--- config.mk ---
export PLATFORM = sky130hd
export DESIGN_NAME = id_ex_pipeline_register
export DESIGN_NICKNAME = d
export VERILOG_FILES = /design/src/rtl/cpu_pkg.sv /design/src/rtl/load_use_hazard_unit.sv /design/src/rtl/id_ex_pipeline_register.sv
export SDC_FILE = /design/constraint.sdc
export NUM_CORES = 1
export LEC_CHECK = 0
export CAP_MARGIN = 30
export CORE_MARGIN = 4
export CORE_UTILIZATION = 34
export DETAILED_ROUTE_END_ITERATION = 16
export MAX_ROUTING_LAYER = met4
export PLACE_DENSITY = 0.82
export SLEW_MARGIN = 25
export SYNTH_ARGS = -nofsm -noshare
export SYNTH_HDL_FRONTEND = slang
export SYNTH_HIERARCHICAL = 1
export SYNTH_SLANG_ARGS = --single-unit
--- constraint.sdc ---
create_clock -name clk -period 2.1 [get_ports clk]
set_input_delay 0.21 -clock clk [delete_from_list [all_inputs] [get_ports clk]]
set_output_delay 0.21 -clock clk [all_outputs]
set_load 0.005 [all_outputs]
--- src/rtl/cpu_pkg.sv ---
// rtl/cpu_pkg.sv - shared decode types and constants for the ID/EX boundary
package cpu_pkg;

   typedef struct packed {
      logic [1:0] srd;
      logic [1:0] psw_le_re;
      logic       b;
      logic [2:0] soh_op;
      logic [3:0] alu_op;
      logic [3:0] ram_ctrl;
      logic       l;
      logic       rf_le;
      logic       ub;
   } ctrl_bundle_t;

   localparam ctrl_bundle_t CTRL_NOP = '0;
   localparam int           REG_ZERO = 0;

endpackage

--- src/rtl/load_use_hazard_unit.sv ---
// rtl/load_use_hazard_unit.sv - combinational load-use stall detection
module load_use_hazard_unit
   import cpu_pkg::*;
#(
   parameter int REG_AW = 5
) (
   input  logic [1:0]        id_id_sr,
   input  logic [REG_AW-1:0] id_ra,
   input  logic [REG_AW-1:0] id_rb,
   input  logic              ex_l,
   input  logic              ex_rf_le,
   input  logic [REG_AW-1:0] ex_rd,
   input  logic              ex_flush,
   output logic              stall
);

   logic rd_live;
   logic src_match;
   logic load_use;

   // GR0 is hard-wired zero, so a load targeting it never produces a dependency
   assign rd_live   = ex_rd != REG_AW'(REG_ZERO);
   assign src_match = (id_id_sr[1] && (id_ra == ex_rd)) ||
                      (id_id_sr[0] && (id_rb == ex_rd));
   assign load_use  = ex_l && ex_rf_le && rd_live && src_match;
   assign stall     = load_use && !ex_flush;

endmodule

--- src/rtl/id_ex_pipeline_register.sv ---
// rtl/id_ex_pipeline_register.sv - ID/EX register with bubble injection and stall counter
module id_ex_pipeline_register
   import cpu_pkg::*;
#(
   parameter int DATA_W = 32,
   parameter int REG_AW = 5,
   parameter int CNT_W  = 16
) (
   input  logic              clk,
   input  logic              rst_n,
   input  logic [1:0]        id_srd,
   input  logic [1:0]        id_psw_le_re,
   input  logic              id_b,
   input  logic [2:0]        id_soh_op,
   input  logic [3:0]        id_alu_op,
   input  logic [3:0]        id_ram_ctrl,
   input  logic              id_l,
   input  logic              id_rf_le,
   input  logic              id_ub,
   input  logic [1:0]        id_id_sr,
   input  logic [REG_AW-1:0] id_ra,
   input  logic [REG_AW-1:0] id_rb,
   input  logic [REG_AW-1:0] id_rd,
   input  logic [DATA_W-1:0] id_pa,
   input  logic [DATA_W-1:0] id_pb,
   input  logic [DATA_W-1:0] id_pc,
   input  logic [DATA_W-1:0] id_instr,
   input  logic              ex_flush,
   output logic [1:0]        ex_srd,
   output logic [1:0]        ex_psw_le_re,
   output logic              ex_b,
   output logic [2:0]        ex_soh_op,
   output logic [3:0]        ex_alu_op,
   output logic [3:0]        ex_ram_ctrl,
   output logic              ex_l,
   output logic              ex_rf_le,
   output logic              ex_ub,
   output logic [REG_AW-1:0] ex_rd,
   output logic [DATA_W-1:0] ex_pa,
   output logic [DATA_W-1:0] ex_pb,
   output logic [DATA_W-1:0] ex_pc,
   output logic [DATA_W-1:0] ex_instr,
   output logic              stall,
   output logic [CNT_W-1:0]  stall_count
);

   ctrl_bundle_t id_ctrl;
   ctrl_bundle_t ex_ctrl;
   logic         bubble;

   assign id_ctrl = '{srd:       id_srd,
                      psw_le_re: id_psw_le_re,
                      b:         id_b,
                      soh_op:    id_soh_op,
                      alu_op:    id_alu_op,
                      ram_ctrl:  id_ram_ctrl,
                      l:         id_l,
                      rf_le:     id_rf_le,
                      ub:        id_ub};

   load_use_hazard_unit #(.REG_AW(REG_AW)) u_hazard (
      .id_id_sr (id_id_sr),
      .id_ra    (id_ra),
      .id_rb    (id_rb),
      .ex_l     (ex_ctrl.l),
      .ex_rf_le (ex_ctrl.rf_le),
      .ex_rd    (ex_rd),
      .ex_flush (ex_flush),
      .stall    (stall)
   );

   // A bubble is the all-zero NOP decode, so EX needs no separate valid bit
   assign bubble = ex_flush || stall;

   always_ff @(posedge clk or negedge rst_n) begin
      if (!rst_n) begin
         ex_ctrl  <= CTRL_NOP;
         ex_rd    <= '0;
         ex_pa    <= '0;
         ex_pb    <= '0;
         ex_pc    <= '0;
         ex_instr <= '0;
      end else if (bubble) begin
         ex_ctrl  <= CTRL_NOP;
         ex_rd    <= '0;
         ex_pa    <= '0;
         ex_pb    <= '0;
         ex_pc    <= '0;
         ex_instr <= '0;
      end else begin
         ex_ctrl  <= id_ctrl;
         ex_rd    <= id_rd;
         ex_pa    <= id_pa;
         ex_pb    <= id_pb;
         ex_pc    <= id_pc;
         ex_instr <= id_instr;
      end
   end

   always_ff @(posedge clk or negedge rst_n) begin
      if (!rst_n) begin
         stall_count <= '0;
      end else if (stall && (stall_count != {CNT_W{1'b1}})) begin
         stall_count <= stall_count + CNT_W'(1);
      end
   end

   assign ex_srd       = ex_ctrl.srd;
   assign ex_psw_le_re = ex_ctrl.psw_le_re;
   assign ex_b         = ex_ctrl.b;
   assign ex_soh_op    = ex_ctrl.soh_op;
   assign ex_alu_op    = ex_ctrl.alu_op;
   assign ex_ram_ctrl  = ex_ctrl.ram_ctrl;
   assign ex_l         = ex_ctrl.l;
   assign ex_rf_le     = ex_ctrl.rf_le;
   assign ex_ub        = ex_ctrl.ub;

endmodule

==> results.txt, run 1 <==
IO Count: 336
number of synthesized flops with an enable pin: 0
CP Max Fanout: 4
mapped cell area: 5760 sq um
floorplan core area: 16600 sq um
via count: 4439
GRT overflow: 0
library cells used by synthesis: 27
n_diodes: 0
Rows: 47
violated checks: setup timing
Max Freq: 0.459 GHz
most frequent cells in the layout: 333 x clkdlybuf4s50_1, 166 x dfrtp_1, 125 x and2_1
run status: complete, but fails checks
synthesized flop and latch total: 168
leakage power: 4.76 nW
Slew Viols, Final: 0
CTS tree: built
Slew HR: 64.8%
largest net degree at the start of global routing: 55
vias in the first global route: 4799
GP Congestion: 0.919
syn_nets: 577
Ys Warns: 6
Yosys top cell area share: 73.0%
MaxCap Viol Count: 0
Nets: 952
DP HPWL: 12.7 mm
Primary FF master, synth: dfrtp_1
HP Class: input pin to asynchronous set/reset pin
CP Class: flop to flop
WL/cell: 17.7 um
CTS buffer count: 17
Port Buf Inserts: 335
root buffer cell: clkbuf_16
Final period util: 104%
first-pass GRT wire length: 26.6 mm
Period minus WS final: 2.18 ns
synth top area cells: dfrtp_1 73%, and2_1 17%, xor2_1 2.3%, xnor2_1 1.4%, clkbuf_1 1.0%
clk buf depth: 2
syn avg cell area: 14.1 sq um
layout cells sized above 1: 14.1%
die area: 19100 sq um
pwr dens: 734 nW/um^2
GRT Util Overall: 18.5%
Synth Instances: 409
RSZ-0062 raised after global routing: yes
mean number of vias per cell: 4.36
worst vdd ir: 0.489 mV
Setup crit end kind: flop
total power: 0.00786 W
Worst Tran Pin Value: 0.527 ns
TritonRoute pass-1 iters: 4
CP Data Required Time: 2.40 ns
WP data arrival: 2.47 ns
commonest non-fill, non-tap cell in the layout: clkdlybuf4s50_1
setup ws final: -0.0770 ns
Die Wd: 138 um
clk_skew: 0.0142 ns
synth-to-layout area growth: 85.8%
setup_tns: -6.45 ns
final core occ: 64.6%
register area share after synthesis: 73.0%
largest area contributor in the netlist: dfrtp_1
WL final: 18.0 mm
Async S/R FF share, synth: 100%
Critical Path Source Type: flop
starting density of the core: 34.7%
Clk Latency, worst-skew pair: 0.42 ns
setup violators final: 149
Hold Violations, Final: 0
overall die height: 138 um
Worst-path clk slew: 0.07 ns
H-tree depth: 4
Post-route DRC: 0
# clock sinks: 168
Post-DRT Antenna Nets: 0
initial antenna violation count: 0
DRT iter0 DRCs: 157
minimum hold slack: 0.336 ns
## report_power, final
| part | switching (W) | total (W) | internal (W) |
|---|---|---|---|
| sequential | 0.0000485 | 0.00343 | 0.00338 |
| clock | 0.00134 | 0.00339 | 0.00206 |
| combinational | 0.000315 | 0.00103 | 0.000719 |
| total | 0.00170 | 0.00786 | 0.00616 |
## stage by stage
stage | setup WS (ns) | instances | instance area, sq um
floorplan | -0.0499 | 409 | 5770
global placement | -0.243 | 964 | 9560
detailed placement | -0.279 | 964 | 9560
CTS | 0.00452 | 1004 | 10300
global route | -0.219 | 1017 | 10700
finish | -0.0770 | 1017 | 10700
## critical path, cell delays in order, from the launching register on
cell,delay [ns]
dfrtp_1,0.41
xor2_1,0.17
nor4_2,0.29
nand3_1,0.14
a21oi_2,0.17
buf_4,0.15
buf_6,0.11
and4_1,0.19
o211ai_1,0.14
buf_4,0.17
xnor2_1,0.11
## path summary, 6_finish.rpt
path	depth (start not counted)	slack, ns	to	from
setup / recovery	10	-0.08	stall_count[8]	ex_rd[0]
hold / removal	2	0.34	ex_rd[0]	rst_n
setup reg to reg	10	-0.08	stall_count[8]	ex_rd[0]
hold reg to reg	1	0.52	stall_count[11]	stall_count[11]
max in group asynchronous	3	1.14	ex_pa[14]	rst_n
min in group clk	2	0.34	ex_ram_ctrl[0]	id_ram_ctrl[0]
## cells by family after synthesis
kind of cell / count (synthesis) / synth area share [%]
AND/OR/NAND/NOR: 189 / 20.4
adder cells (fa/ha/maj): 1 / 0.217
AO/OA/AOI/OAI: 8 / 1.30
multiplexers: 1 / 0.261
buffers and inverters: 18 / 1.17
flip-flops: 168 / 73.0
XOR/XNOR: 24 / 3.65
## cell type report
type	instances	area (sq um)
clock inverter	14	210
timing repair buffer	372	3970
fill	1197	5880
sequential	168	4210
tap	220	275
inverter	2	7.51
multi-input combinational	223	1600
clock buffer	18	439
## sequential cells by signal, summed over array words and instances, names as in the netlist, 2 cells and up
| signal | count |
|---|---|
| ex_srd | 2 |
| stall_count | 16 |
| ex_pb | 32 |
| ex_soh_op | 3 |
| ex_pa | 32 |
| ex_rd | 5 |
| ex_alu_op | 4 |
| ex_pc | 32 |
| ex_ram_ctrl | 4 |
| ex_instr | 32 |
| ex_psw_le_re | 2 |
## cell usage after synthesis (all sizes together) (2+ instances only)
cell    number
and4         4
xor2        15
nor4         3
nor2         9
clkbuf      16
xnor2        9
inv          2
nand2        5
and2       152
dfrtp      168
nand4        4
a21oi        2
nand3        9
## repair_timing
action | CTS | global route
gates resized for setup | 10 | 37
hold endpoints to repair | 50 | 0
pin swaps | 11 | 23
hold buffers | 1 | 0
gates cloned | 2 | 10
endpoints found under the setup margin | 159 | 167
buffers inserted | 5 | 3
## metal layers
layer / vias to the layer above / GRT usage (%) / part of all wire [%]
met2: 239 / 29.8 / 50
li1: 2041 / - / -
met3: 22 / 7.67 / 8.8
met5: - / - / 0
met4: 0 / 5.77 / 2.1
met1: 2137 / 21.2 / 39
(Power assumes the default switching activity.)
==> run 2, diff against run 1 <==
SETUP_SLACK_MARGIN = 0.05   (was unset)
==> results.txt, run 2 (synthesis results as in run 1) <==
GP Congestion: 0.803 (-13%)
clk buf depth: 2 (unchanged)
Critical Path Source Type: flop
WP data arrival: 2.50 ns (+0.03 ns)
Nets: 949 (-0.32%)
HP Class: input pin to asynchronous set/reset pin
Hold Violations, Final: 0 (unchanged)
FILL cells: 1249 (+4.3%)
met2 wire len: 9.86 mm (+9.4%)
met3 WL post-DR: 1.20 mm (-24%)
largest net degree at the start of global routing: 56 (+1.8%)
Slew Viols, Final: 0 (unchanged)
# clock sinks: 168 (unchanged)
most frequent cells in the layout: 333 x clkdlybuf4s50_1, 165 x dfrtp_1, 92 x and2_1
met1 WL: 7.74 mm (+11%)
Worst-path clk slew: 0.07 ns (about the same)
GRT overflow: 0 (unchanged)
setup ws final: -0.101 ns (-0.0241 ns)
vias in the first global route: 4702 (-2.0%)
layout cells sized above 1: 18.4% (+4.4 points)
highest metal used: met4
Post-DRT Antenna Nets: 0 (unchanged)
CP Class: flop to flop
pre-CTS WS: -0.183 ns (+0.0961 ns)
worst vdd ir: 0.500 mV (+2.3%)
violated checks: setup timing
Setup crit end kind: flop
synth-to-layout area growth: 85.9% (about the same)
CTS buffer count: 17 (unchanged)
clk_skew: 0.0197 ns (+0.00552 ns)
GRT Util Overall: 19.0% (+0.44 points)
TritonRoute pass-1 iters: 4 (unchanged)
floorplan core area: 16600 sq um (unchanged)
CP Max Fanout: 5 (+1)
H-tree depth: 4 (unchanged)
Rows: 47 (unchanged)
Slew HR: 63.9% (-0.91 points)
final core occ: 64.6% (about the same)
starting density of the core: 34.7% (unchanged)
leakage power: 4.77 nW (+0.25%)
Max Freq: 0.454 GHz (-1.1%)
commonest non-fill, non-tap cell in the layout: clkdlybuf4s50_1
Period minus WS final: 2.20 ns (+0.0241 ns)
n_diodes: 0 (unchanged)
MaxCap Viol Count: 0 (unchanged)
root buffer cell: clkbuf_16
initial antenna violation count: 0 (unchanged)
run status: complete, but fails checks
RSZ-0062 raised after global routing: yes
setup violators final: 142 (-4.7%)
first-pass GRT wire length: 26.9 mm (+1.1%)
Port Buf Inserts: 335 (unchanged)
WL final: 19.1 mm (+6.1%)
Clk Latency, worst-skew pair: 0.42 ns (about the same)
die area: 19100 sq um (unchanged)
Final period util: 105% (+1.1 points)
DP HPWL: 13.0 mm (+2.2%)
Post-route DRC: 0 (unchanged)
Worst Tran Pin Value: 0.540 ns (+0.0135 ns)
Die Wd: 138 um (unchanged)
WL/cell: 18.8 um (+6.5%)
IO Count: 336 (unchanged)
pwr dens: 713 nW/um^2 (-2.9%)
mean number of vias per cell: 4.42 (+1.2%)
DRT iter0 DRCs: 192 (+22%)
CP Data Required Time: 2.40 ns (about the same)
overall die height: 138 um (unchanged)
CTS tree: built
via count: 4476 (+0.83%)
## run 2: cell types whose count changed in the layout (fill, tap and decap cells not counted), sizes merged
| cell | previous run | this run |
|---|---|---|
| clkbuf | 29 | 28 |
| buf | 27 | 26 |
| bufinv | 4 | 2 |
## run 2: final timing paths
path	from	cells past startpoint	endpoint	slack, ns
max in group asynchronous	rst_n	3	ex_instr[26]	1.10
min in group clk	id_pa[30]	2	ex_pa[30]	0.34
max reg2reg	ex_rd[4]	10	stall_count[13]	-0.10
min reg2reg	stall_count[11]	1	stall_count[11]	0.52
max	ex_rd[4]	10	stall_count[13]	-0.10
min	rst_n	2	ex_pc[27]	0.33
## run 2: worst max-delay path, cell delays in order (launching register included)
cell and delay, ns:
dfrtp_2 0.45, buf_6 0.13, xor2_1 0.17, nor4_2 0.15
nand3_1 0.16, a21oi_4 0.20, buf_6 0.14, inv_2 0.04
nor4_4 0.28, o2111ai_2 0.21, xnor2_1 0.16
## run 2: repair_timing
| action | 4_1_cts | 5_1_grt |
|---|---|---|
| endpoints found under the setup margin | 151 | 168 |
| cloned | 2 | 10 |
| setup buffers | 2 | 4 |
| resized for setup | 39 | 51 |
| hold buffers | 1 | 0 |
| pin swaps | 11 | 42 |
| hold endpoints to repair | 51 | 0 |
## run 2: through the flow
stage / hold WS [ns] / instance area [sq um] / TNS [ns] / std cells / power [W]
finish: 0.326 / 10700 / -6.77 / 1013 / 0.00764
global route: 0.324 / 10700 / -16.52 / 1013 / 0.00794
detailed placement: 0.213 / 9520 / -8.59 / 963 / 0.00441
global placement: 0.213 / 9520 / -7.40 / 963 / 0.00439
CTS: 0.319 / 10300 / -0.396 / 999 / 0.00763
floorplan: -0.0856 / 5790 / 0 / 409 / 0.00366
## run 2: layout make-up
class	instances	area, sq um	area share (%)
timing repair buffer	369	3910	36.5
inverter	2	7.51	0.0701
sequential	168	4210	39.3
clock buffer	19	453	4.23
tap	220	275	2.57
multi-input combinational	223	1720	16.0
clock inverter	12	140	1.31
## run 2: layer usage
metal,vias to the layer above,track usage (%)
li1,2036,-
met1,2186,22.0
met2,233,32.0
met3,21,5.73
met4,0,5.51
met5,-,-
## run 2: power by group
| group | internal (W) | switching, W |
|---|---|---|
| clock network | 0.00183 | 0.00131 |
| logic | 0.000735 | 0.000325 |
| registers | 0.00338 | 0.0000509 |
| total | 0.00595 | 0.00169 |
==> run 3, diff against run 2 <==
CAP_MARGIN = unset   (was 30)
PLACE_DENSITY = 0.73   (was 0.82)
RECOVER_POWER = 50   (was unset)
==> results.txt, run 3 (synthesis results as in run 1) <==
placed instance area: 9510 sq um (-0.16%)
die area: 19100 sq um (unchanged)
met1 WL: 6.66 mm (-14%)
violated checks: setup timing
most frequent cells in the layout: 333 x clkdlybuf4s50_1, 167 x dfrtp_1, 149 x and2_1
reg2reg path depth: 10 (unchanged)
Slew HR: 31.3% (-33 points)
layout cells sized above 1: 10.1% (-8.3 points)
setup ws final: -0.204 ns (-0.103 ns)
MaxCap Viol Count: 0 (unchanged)
Post-route DRC: 0 (unchanged)
WP data arrival: 2.60 ns (+0.10 ns)
commonest non-fill, non-tap cell in the layout: clkdlybuf4s50_1
run status: complete, but fails checks
GRT overflow: 0 (unchanged)
Rows: 47 (unchanged)
TritonRoute pass-1 iters: 4 (unchanged)
worst hold start: id_pa[0]
flop-to-flop setup slack: -0.20 ns (-0.10 ns)
Nets: 945 (-0.42%)
setup_tns: -18.87 ns (-12.10 ns)
Clk Latency, worst-skew pair: 0.42 ns (about the same)
vias in the first global route: 5050 (+7.4%)
largest net degree at the start of global routing: 57 (+1.8%)
CP Class: flop to flop
Hold Violations, Final: 0 (unchanged)
setup violators final: 168 (+18%)
IO Count: 336 (unchanged)
WL/cell: 18.3 um (-3.0%)
Max Freq: 0.434 GHz (-4.5%)
WL final: 18.4 mm (-3.3%)
RSZ-0062 raised after global routing: yes
met3 WL post-DR: 1.77 mm (+47%)
Worst Tran Pin Value: 1.03 ns (+0.491 ns)
Final period util: 110% (+4.9 points)
CTS tree: built
HP Class: input pin to flop
Worst Hold Depth: 2
root buffer cell: clkbuf_16
clk_skew: 0.0104 ns (-0.00930 ns)
Placed Cells: 961 (-0.21%)
Port Buf Inserts: 335 (unchanged)
CTS buffer count: 17 (unchanged)
FILL cells: 1269 (+1.6%)
worst vdd ir: 0.504 mV (+0.80%)
final core occ: 62.8% (-1.8 points)
first-pass GRT wire length: 28.6 mm (+6.3%)
Worst-path clk slew: 0.07 ns (about the same)
mean number of vias per cell: 4.40 (-0.48%)
Setup crit end kind: flop
reg2reg start: ex_rd[0]
Slew Viols, Final: 0 (unchanged)
design area: 10400 sq um (-2.8%)
clk buf depth: 2 (unchanged)
GP Congestion: 0.887 (+10%)
n_diodes: 0 (unchanged)
initial antenna violation count: 0 (unchanged)
synth-to-layout area growth: 80.7%
Critical Path Source Type: flop
Post-DRT Antenna Nets: 0 (unchanged)
DRT iter0 DRCs: 156 (-19%)
DP HPWL: 13.2 mm (+1.8%)
H-tree depth: 4 (unchanged)
total power: 0.00760 W (-0.51%)
overall die height: 138 um (unchanged)
starting density of the core: 34.7% (unchanged)
floorplan core area: 16600 sq um (unchanged)
GRT Util Overall: 20.0% (+1.1 points)
CP Max Fanout: 4 (-1)
pwr dens: 730 nW/um^2 (+2.4%)
Die Wd: 138 um (unchanged)
# clock sinks: 168 (unchanged)
via count: 4437 (-0.87%)
CP Data Required Time: 2.39 ns (about the same)
met2 wire len: 9.69 mm (-1.7%)
Period minus WS final: 2.30 ns (+0.103 ns)
leakage power: 4.61 nW (-3.4%)
R2R Path End: stall_count[8]
highest metal used: met4
hold endpoint: ex_pa[0]
Final Non-Filler Cells: 1009 (-0.39%)
==> run 3: what timing repair did <==
action	4_1_cts	5_1_grt
setup buffers	9	3
setup endpoints to repair	157	169
pin swaps	12	6
cloned	3	2
resized for setup	21	8
hold buffers	1	0
hold endpoints to repair	35	0
==> run 3: power breakdown <==
group	internal [W]	total, W	switching, W
combinational	0.000658	0.000964	0.000305
sequential	0.00339	0.00344	0.0000514
clock	0.00192	0.00320	0.00128
total	0.00596	0.00760	0.00164
==> run 3: critical path: stages, from the launching register on <==
cell,delay [ns]
dfrtp_1,0.41
buf_6,0.13
xor2_2,0.14
nor4_2,0.27
nand3_1,0.19
a21oi_4,0.20
buf_6,0.14
and4_4,0.24
o211ai_1,0.16
buf_4,0.19
xnor2_2,0.12
==> run 3: per-stage QoR <==
step                      worst slack (ns)  hold WS (ns)
final                               -0.204         0.335
after global routing                -0.290         0.324
after CTS                           -0.117         0.271
after detailed placement            -0.217         0.160
after global placement              -0.159         0.155
after floorplan                     0.0553       -0.0856
==> run 3: cell type report <==
class / instances / area [sq um] / area share, %
sequential: 168 / 4210 / 40.4
timing repair buffer: 365 / 3740 / 36.0
multi-input combinational: 223 / 1570 / 15.1
clock buffer: 19 / 443 / 4.25
tap: 220 / 275 / 2.64
clock inverter: 12 / 166 / 1.60
inverter: 2 / 7.51 / 0.0721
==> run 3: worst max path at each step <==
stage,start,end,slack (ns),cells past startpoint
2_1_floorplan,ex_rd[3],ex_alu_op[0],0.06,7
5_1_grt,ex_rd[0],stall_count[10],-0.29,10
4_1_cts,ex_rd[4],ex_pb[3],-0.12,10
3_5_place_dp,id_ra[2],stall_count[10],-0.22,9
3_3_place_gp,id_rb[1],stall_count[13],-0.16,9
6_report,ex_rd[0],stall_count[8],-0.20,10
==> run 3: metal layers <==
metal	up-vias	GRT usage, %
li1	2023	-
met1	2148	20.6
met2	239	34.2
met3	27	9.08
met4	0	6.55
met5	-	-
